`config.mk`:
```
export PLATFORM = sky130hd
export DESIGN_NAME = irq_sequencer
export DESIGN_NICKNAME = d
export VERILOG_FILES = /design/src/rtl/irq_sequencer.sv
export SDC_FILE = /design/constraint.sdc
export NUM_CORES = 1
export LEC_CHECK = 0
export CORE_MARGIN = 4
export CORE_UTILIZATION = 47
export CTS_BUF_LIST = sky130_fd_sc_hd__clkbuf_16
export DETAILED_ROUTE_END_ITERATION = 7
export PLACE_DENSITY = 0.83
export SETUP_SLACK_MARGIN = 0.05
export SYNTH_ARGS = -nofsm -noshare
export SYNTH_HDL_FRONTEND = slang
export SYNTH_SLANG_ARGS = --single-unit
```
`constraint.sdc`:
```
create_clock -name clk -period 3 [get_ports clk]
set_clock_uncertainty 0.2 [all_clocks]
set_input_delay 0.3 -clock clk [delete_from_list [all_inputs] [get_ports clk]]
set_output_delay 0.3 -clock clk [all_outputs]
set_load 0.02 [all_outputs]
```
`src/rtl/irq_sequencer.sv`:
```
// CPU-side interrupt responder: commits a pending IRQ at a safe instruction
// boundary, saves EPC, redirects fetch to the handler and returns on eret.
module irq_sequencer #(
   parameter bit IE_RESET    = 1'b1,
   parameter int COUNT_WIDTH = 8
) (
   input  logic                   clk,
   input  logic                   rst,
   input  logic                   irq,
   input  logic [31:0]            irq_addr,
   output logic                   irq_ack,
   input  logic [31:0]            pc_next,
   input  logic                   instr_bound,
   input  logic                   eret,
   input  logic                   ie_we,
   input  logic                   ie_wd,
   output logic                   pc_redirect,
   output logic [31:0]            pc_target,
   output logic [31:0]            epc,
   output logic                   in_isr,
   output logic                   ie,
   output logic [COUNT_WIDTH-1:0] irq_count,
   output logic                   eret_err
);

   typedef enum logic [1:0] {
      ST_IDLE = 2'd0,
      ST_ACK  = 2'd1,
      ST_ISR  = 2'd2,
      ST_RET  = 2'd3
   } state_t;

   state_t                 state_q, state_d;
   logic [31:0]            epc_q, epc_d;
   logic [31:0]            target_q, target_d;
   logic                   ie_q, ie_d;
   logic [COUNT_WIDTH-1:0] count_q, count_d;
   logic                   err_q, err_d;
   logic                   take;

   // Decision uses the enable as it stood before any same-cycle software write.
   assign take = irq & ie_q & instr_bound;

   always_comb begin
      state_d  = state_q;
      epc_d    = epc_q;
      target_d = target_q;
      count_d  = count_q;
      err_d    = err_q;
      ie_d     = ie_we ? ie_wd : ie_q;
      case (state_q)
         ST_IDLE: begin
            if (take) begin
               state_d  = ST_ACK;
               epc_d    = pc_next;
               target_d = {irq_addr[31:2], 2'b00};
            end
            if (eret) err_d = 1'b1;
         end
         ST_ACK: begin
            state_d = ST_ISR;
            if (count_q != {COUNT_WIDTH{1'b1}}) count_d = count_q + 1'b1;
         end
         ST_ISR: begin
            if (eret) begin
               state_d  = ST_RET;
               target_d = epc_q;
            end
         end
         ST_RET:  state_d = ST_IDLE;
         default: state_d = ST_IDLE;
      endcase
   end

   always_ff @(posedge clk or negedge rst) begin
      if (!rst) begin
         state_q  <= ST_IDLE;
         epc_q    <= '0;
         target_q <= '0;
         ie_q     <= IE_RESET;
         count_q  <= '0;
         err_q    <= 1'b0;
      end else begin
         state_q  <= state_d;
         epc_q    <= epc_d;
         target_q <= target_d;
         ie_q     <= ie_d;
         count_q  <= count_d;
         err_q    <= err_d;
      end
   end

   // target_q is loaded on entry to ACK/RET, so it holds between redirects.
   assign irq_ack     = (state_q == ST_ACK);
   assign pc_redirect = (state_q == ST_ACK) || (state_q == ST_RET);
   assign pc_target   = target_q;
   assign epc         = epc_q;
   assign in_isr      = (state_q == ST_ISR) || (state_q == ST_RET);
   assign ie          = ie_q;
   assign irq_count   = count_q;
   assign eret_err    = err_q;

endmodule
```
==> After elaboration in Yosys (flattened, before gate mapping) <==
Index checks and enable logic that the tools add are counted.
{ "word_totals": {"mem_count": 0, "reg_bits": 76, "latch_bits": 0, "in_bits": 71, "ramBits": 0, "rom_bits": 0, "out_inout_bits": 77, "word_cells": 30} }
{ "classes": {"mux": 6, "n_shift": 0, "bitwise": 2, "n_reduce_logical": 9, "n_lt_le_gt_ge": 0, "n_eq_ne": 6, "add_sub_neg": 1, "multipliers": 0, "div_mod_pow": 0} }
{ "op_table": {"columns": ["op", "count"], "rows": [
  ["two-way mux 32 bit", 2],
  ["one-hot mux 32 bit (2 select lines)", 1],
  ["adder 8 x 1 -> 8 bit (second input constant)", 1],
  ["inequality test 8 bit (second input constant)", 1],
  ["one-hot mux 2 bit (4 select lines)", 1],
  ["AND reduction 2 bit", 4],
  ["== test 2 bit (second input constant)", 2],
  ["two-way mux 2 bit", 2],
  ["inequality test 2 bit (second input constant)", 2],
  ["AND reduction 3 bit", 1],
  ["bitwise AND 1 bit", 2],
  ["== test 2 x 1 -> 1 bit (second input constant)", 1],
  ["zero test 2 bit", 1],
  ["logical OR 1 bit", 2],
  ["nonzero test 2 bit", 1]
]} }

==> Depth between registers and ports, before layout <==
{ "depth": {"word_depth": 4, "mapped_depth": 7, "mapped_depth_nobuf": 5} }

==> Worst setup path before layout <==
No wires, ideal clock.
{ "synth_path": {"path_kind": "register to register", "start": "register state_q[0]", "end": "register target_q[2] (netlist: pc_target[2])", "stages_incl_launch_ff": 8, "synth_period_minus_slack_ns": 1.838, "path_buffers": 2, "setup_slack_ns": 1.162, "t_arrival_ns": 1.488, "required_ns": 2.651, "cell_sequence": "dfrtp_1 > inv_1 > ha_1 > nor2b_1 > buf_4 > a211oi_4 > buf_6 > a221oi_2"} }
{ "synth_between": {"elab_chain_cells": 3} }
{ "synth_rtl": {"columns": ["element", "line_no", "text"], "rows": [
  ["start: declaration", "33", "state_t state_q, state_d;"],
  ["start signal: assignment", "84", "state_q <= state_d;"],
  ["== test 2 bit or zero test 2 bit (tied branches)", "51", "case (state_q)"],
  ["inequality test 2 bit (no line) or nonzero test 2 bit (tied branches)", null, null],
  ["AND reduction 3 bit (no line)", null, null],
  ["end signal: assignment", "86", "target_q <= target_d;"],
  ["end: declaration", "35", "logic [31:0] target_q, target_d;"]
]} }
Parallel ways exist; a longest one is shown, timed or not.
A chain may end at the register's enable or synchronous reset.

==> Worst setup path after layout <==
{ "layout_path": {"start": "register state_q[0]", "end": "register target_q[19] (netlist: pc_target[19])"} }
Same word-level chain as after synthesis.

==> impl_metrics.tcl <==
set metrics [dict create \
    clockRootBuffer "clkbuf_16" \
    finalSetupTns_ns 0 \
    worst_pin_slew_ns 1.075 \
    vias 3325 \
    yosys_warnings 0 \
    clockPowerShare_pct 16.7 \
    crit_path_end_kind "flip-flop" \
    cts_tree "yes" \
    drive_gt1_share_pct 17.32 \
    drv_cap 0 \
    ys.flop_type "dfrtp_1" \
    firstDrtPassIters 5 \
    synthArstFlopShare_pct 100.0 \
    grt_max_degree 77 \
    viasPerCell 5.959 \
    hold_viol_final 0 \
    p_int_mw 4.085 \
    grt_overflow 0 \
    reg2regPathDepth 5 \
    grt_use_met3_pct 6.500 \
    ir_drop_mv 0.6134 \
    crit_start "state_q[0]" \
    grt-busiest-layer "met2" \
    max_slew_margin_pct 28.30 \
    clock_path_buffers 2 \
    critPathSlowestCell "a21bo_1" \
    start_kind "flip-flop" \
    syn_nets 394 \
    ant_nets 0 \
    cts_max_level 3 \
    dieHeight_um 97.92 \
    p_leak_nw 2.307 \
    cts_buffers 9 \
    reg2reg_from "state_q[0]" \
    drv_slew 0 \
    worstPathCellList "inv_1 > ha_1 > a21bo_1 > a31oi_1 > a221oi_1" \
    cts.sinks 76 \
    synthXorXnorAreaFrac_pct 0.4610 \
    path_class "reg2reg" \
    gp_congestion 0.7666 \
    yosys.area_share.simple_pct 3.227 \
    wirelength_um 10950 \
    core_um2 7807 \
    path_clk_slew_ns 0.06 \
    crit_end "pc_target[19]" \
    synth_top_family_by_area "compound AO/OA/AOI/OAI gates" \
    antenna_found_initial 0 \
    synth_compound_area_share_pct 24.37 \
    synth_edf_count 0 \
    status "finished, final reports clean" \
    diodes 0 \
    nets 529 \
    critPathMaxStageDelay_ns 0.91 \
    combinationalPowerShare_pct 54.7 \
    die-area_um2 9587 \
    r2r-end "pc_target[19]" \
    netlist_area_um2 3800 \
    ctsResizeCount 0 \
    start_util_pct 48.67 \
    setup-violations-final 0 \
    drt-initial-drc-count 165 \
    synth_mux_area_share_pct 11.16 \
    pwr-share-seq_pct 28.6 \
    use_met1_pct 31.46 \
    synth_seq_cells 76 \
    grt_pass1_vias 3409 \
    grt_setup_unrepaired "no" \
    fmax_mhz 397.2 \
    wl_per_cell_um 19.63 \
    path_max_fanout 30 \
    clkLatencyLatePin_ns 0.33 \
    layout_setup_ws_ns 0.4821 \
    use_met2_pct 35.92 \
    syn_avg_cell_area_um2 12.02 \
    grt_pass1_wl_um 17950 \
    min_period_ns 2.518 \
    min_path_type "reg2reg" \
    p_per_area_nw_per_um2 1212 \
    timing.final.crit_share_pct 83.93 \
    numPortBuffers 145 \
    remaining_drc_errors 0 \
    pin_count 148 \
    rows 32 \
    dpl.hpwl_um 7328 \
    place_ws_ns 0.5455 \
    r2r_slack_ns 0.48 \
    die_w_um 97.92 \
    syn_inst 316 \
    crit_arrival_ns 2.53 \
    syn2layout_area_growth_pct 48.53 \
    post_cts_buffers 0 \
    synthAdderAreaFrac_pct 2.305 \
    required_ns 3.01 \
    synth_cell_types 36 \
    ys_seq_area_share_pct 50.08 \
    track_usage_pct 22.94 \
    p_switching_mw 2.757 \
    swShare_pct 40.29 \
]
[through the flow]
stage | hold slack, ns | utilization, % | area, um^2 | power, mW | instances
2_1_floorplan | -0.1956 | - | 3800 | 4.177 | 316
3_3_place_gp | 0.2414 | 68.11 | 5318 | 5.578 | 541
3_5_place_dp | 0.2627 | 68.11 | 5318 | 5.705 | 541
4_1_cts | 0.2757 | 72.29 | 5644 | 6.873 | 558
5_1_grt | 0.3078 | 72.29 | 5644 | 7.251 | 558
6_report | 0.2747 | 72.29 | 5644 | 6.842 | 558
[sequential cells by signal, summed over array words and instances, names as in the netlist]
register	cells
epc	32
pc_target	32
irq_count	8
state_q	2
eret_err	1
ie	1
[synth_stat cells (all sizes together) (3+ instances only)]
cell type | n | area, um^2
a221oi | 30 | 337.8
a31oi | 32 | 200.2
buf | 22 | 150.1
clkbuf | 8 | 30.03
dfrtp | 75 | 1877
ha | 7 | 87.58
inv | 37 | 138.9
mux2 | 35 | 394.1
mux2i | 3 | 30.03
nand3 | 3 | 15.01
nor2b | 3 | 18.77
o32ai | 30 | 262.8
[cell usage in the layout, fill, tap and decap left out, types with 3 or more instances in the layout]
cell type	instances
dfrtp_1	75
ha_1	7
a221oi_1	18
nand3_1	3
a221oi_2	12
o32ai_1	30
inv_1	37
buf_4	5
mux2i_1	3
clkdlybuf4s50_1	144
clkinv_2	3
clkbuf_16	9
a31oi_1	32
buf_12	4
mux2_2	35
[area by class of cell]
type	instances	area (um^2)
fill	570	2163
sequential	76	1903
multi-input combinational	173	1589
timing repair buffer	154	1569
clock buffer	9	225.2
inverter	37	138.9
tap	102	127.6
clock inverter	7	91.34
[power groups by stage]
stage | combinational (mW) | clock, mW | sequential, mW
after CTS | 3.76 | 1.16 | 1.95
after detailed placement | 3.74 | 0 | 1.96
after global placement | 3.65 | 0 | 1.93
after global routing | 4.02 | 1.21 | 2.03
final | 3.75 | 1.14 | 1.96
after floorplan | 1.72 | 0 | 2.46
[how the worst min path moves through the flow]
stage / startpoint / to / slack, ns / cells after the start
after global routing: eret_err / eret_err / 0.31 / 1
after CTS: eret_err / eret_err / 0.28 / 1
after detailed placement: eret_err / eret_err / 0.26 / 1
final: eret_err / eret_err / 0.27 / 1
after floorplan: rst / epc[0] / -0.20 / 0
after global placement: eret_err / eret_err / 0.24 / 1
[cells by family after synthesis]
kind of cell             after synthesis
flip-flops                            76
XOR/XNOR                               2
AND/OR/NAND/NOR                       20
adder cells (fa/ha/maj)                7
buffers and inverters                 67
AO/OA/AOI/OAI                        106
multiplexers                          38
[repair_timing]
action,CTS,global route
endpoints found under the setup margin,0,0
endpoints found under the hold margin,75,0
hold buffers,1,0
[layer usage]
layer | up-vias | wire, um | part of all wire (%)
met5 | - | 0 | 0
met4 | 0 | 135 | 1.2
met3 | 12 | 827 | 7.6
met2 | 142 | 5358 | 49
met1 | 1666 | 4632 | 42
li1 | 1505 | - | -
[worst max-delay path, delay by kind of cell (launching register included)]
kind	cells	cell delay (ns)
AO/OA/AOI/OAI	3	1.40
adder cells (fa/ha/maj)	1	0.27
flip-flops	1	0.39
buffers and inverters	1	0.12
(Power assumes the default switching activity.)
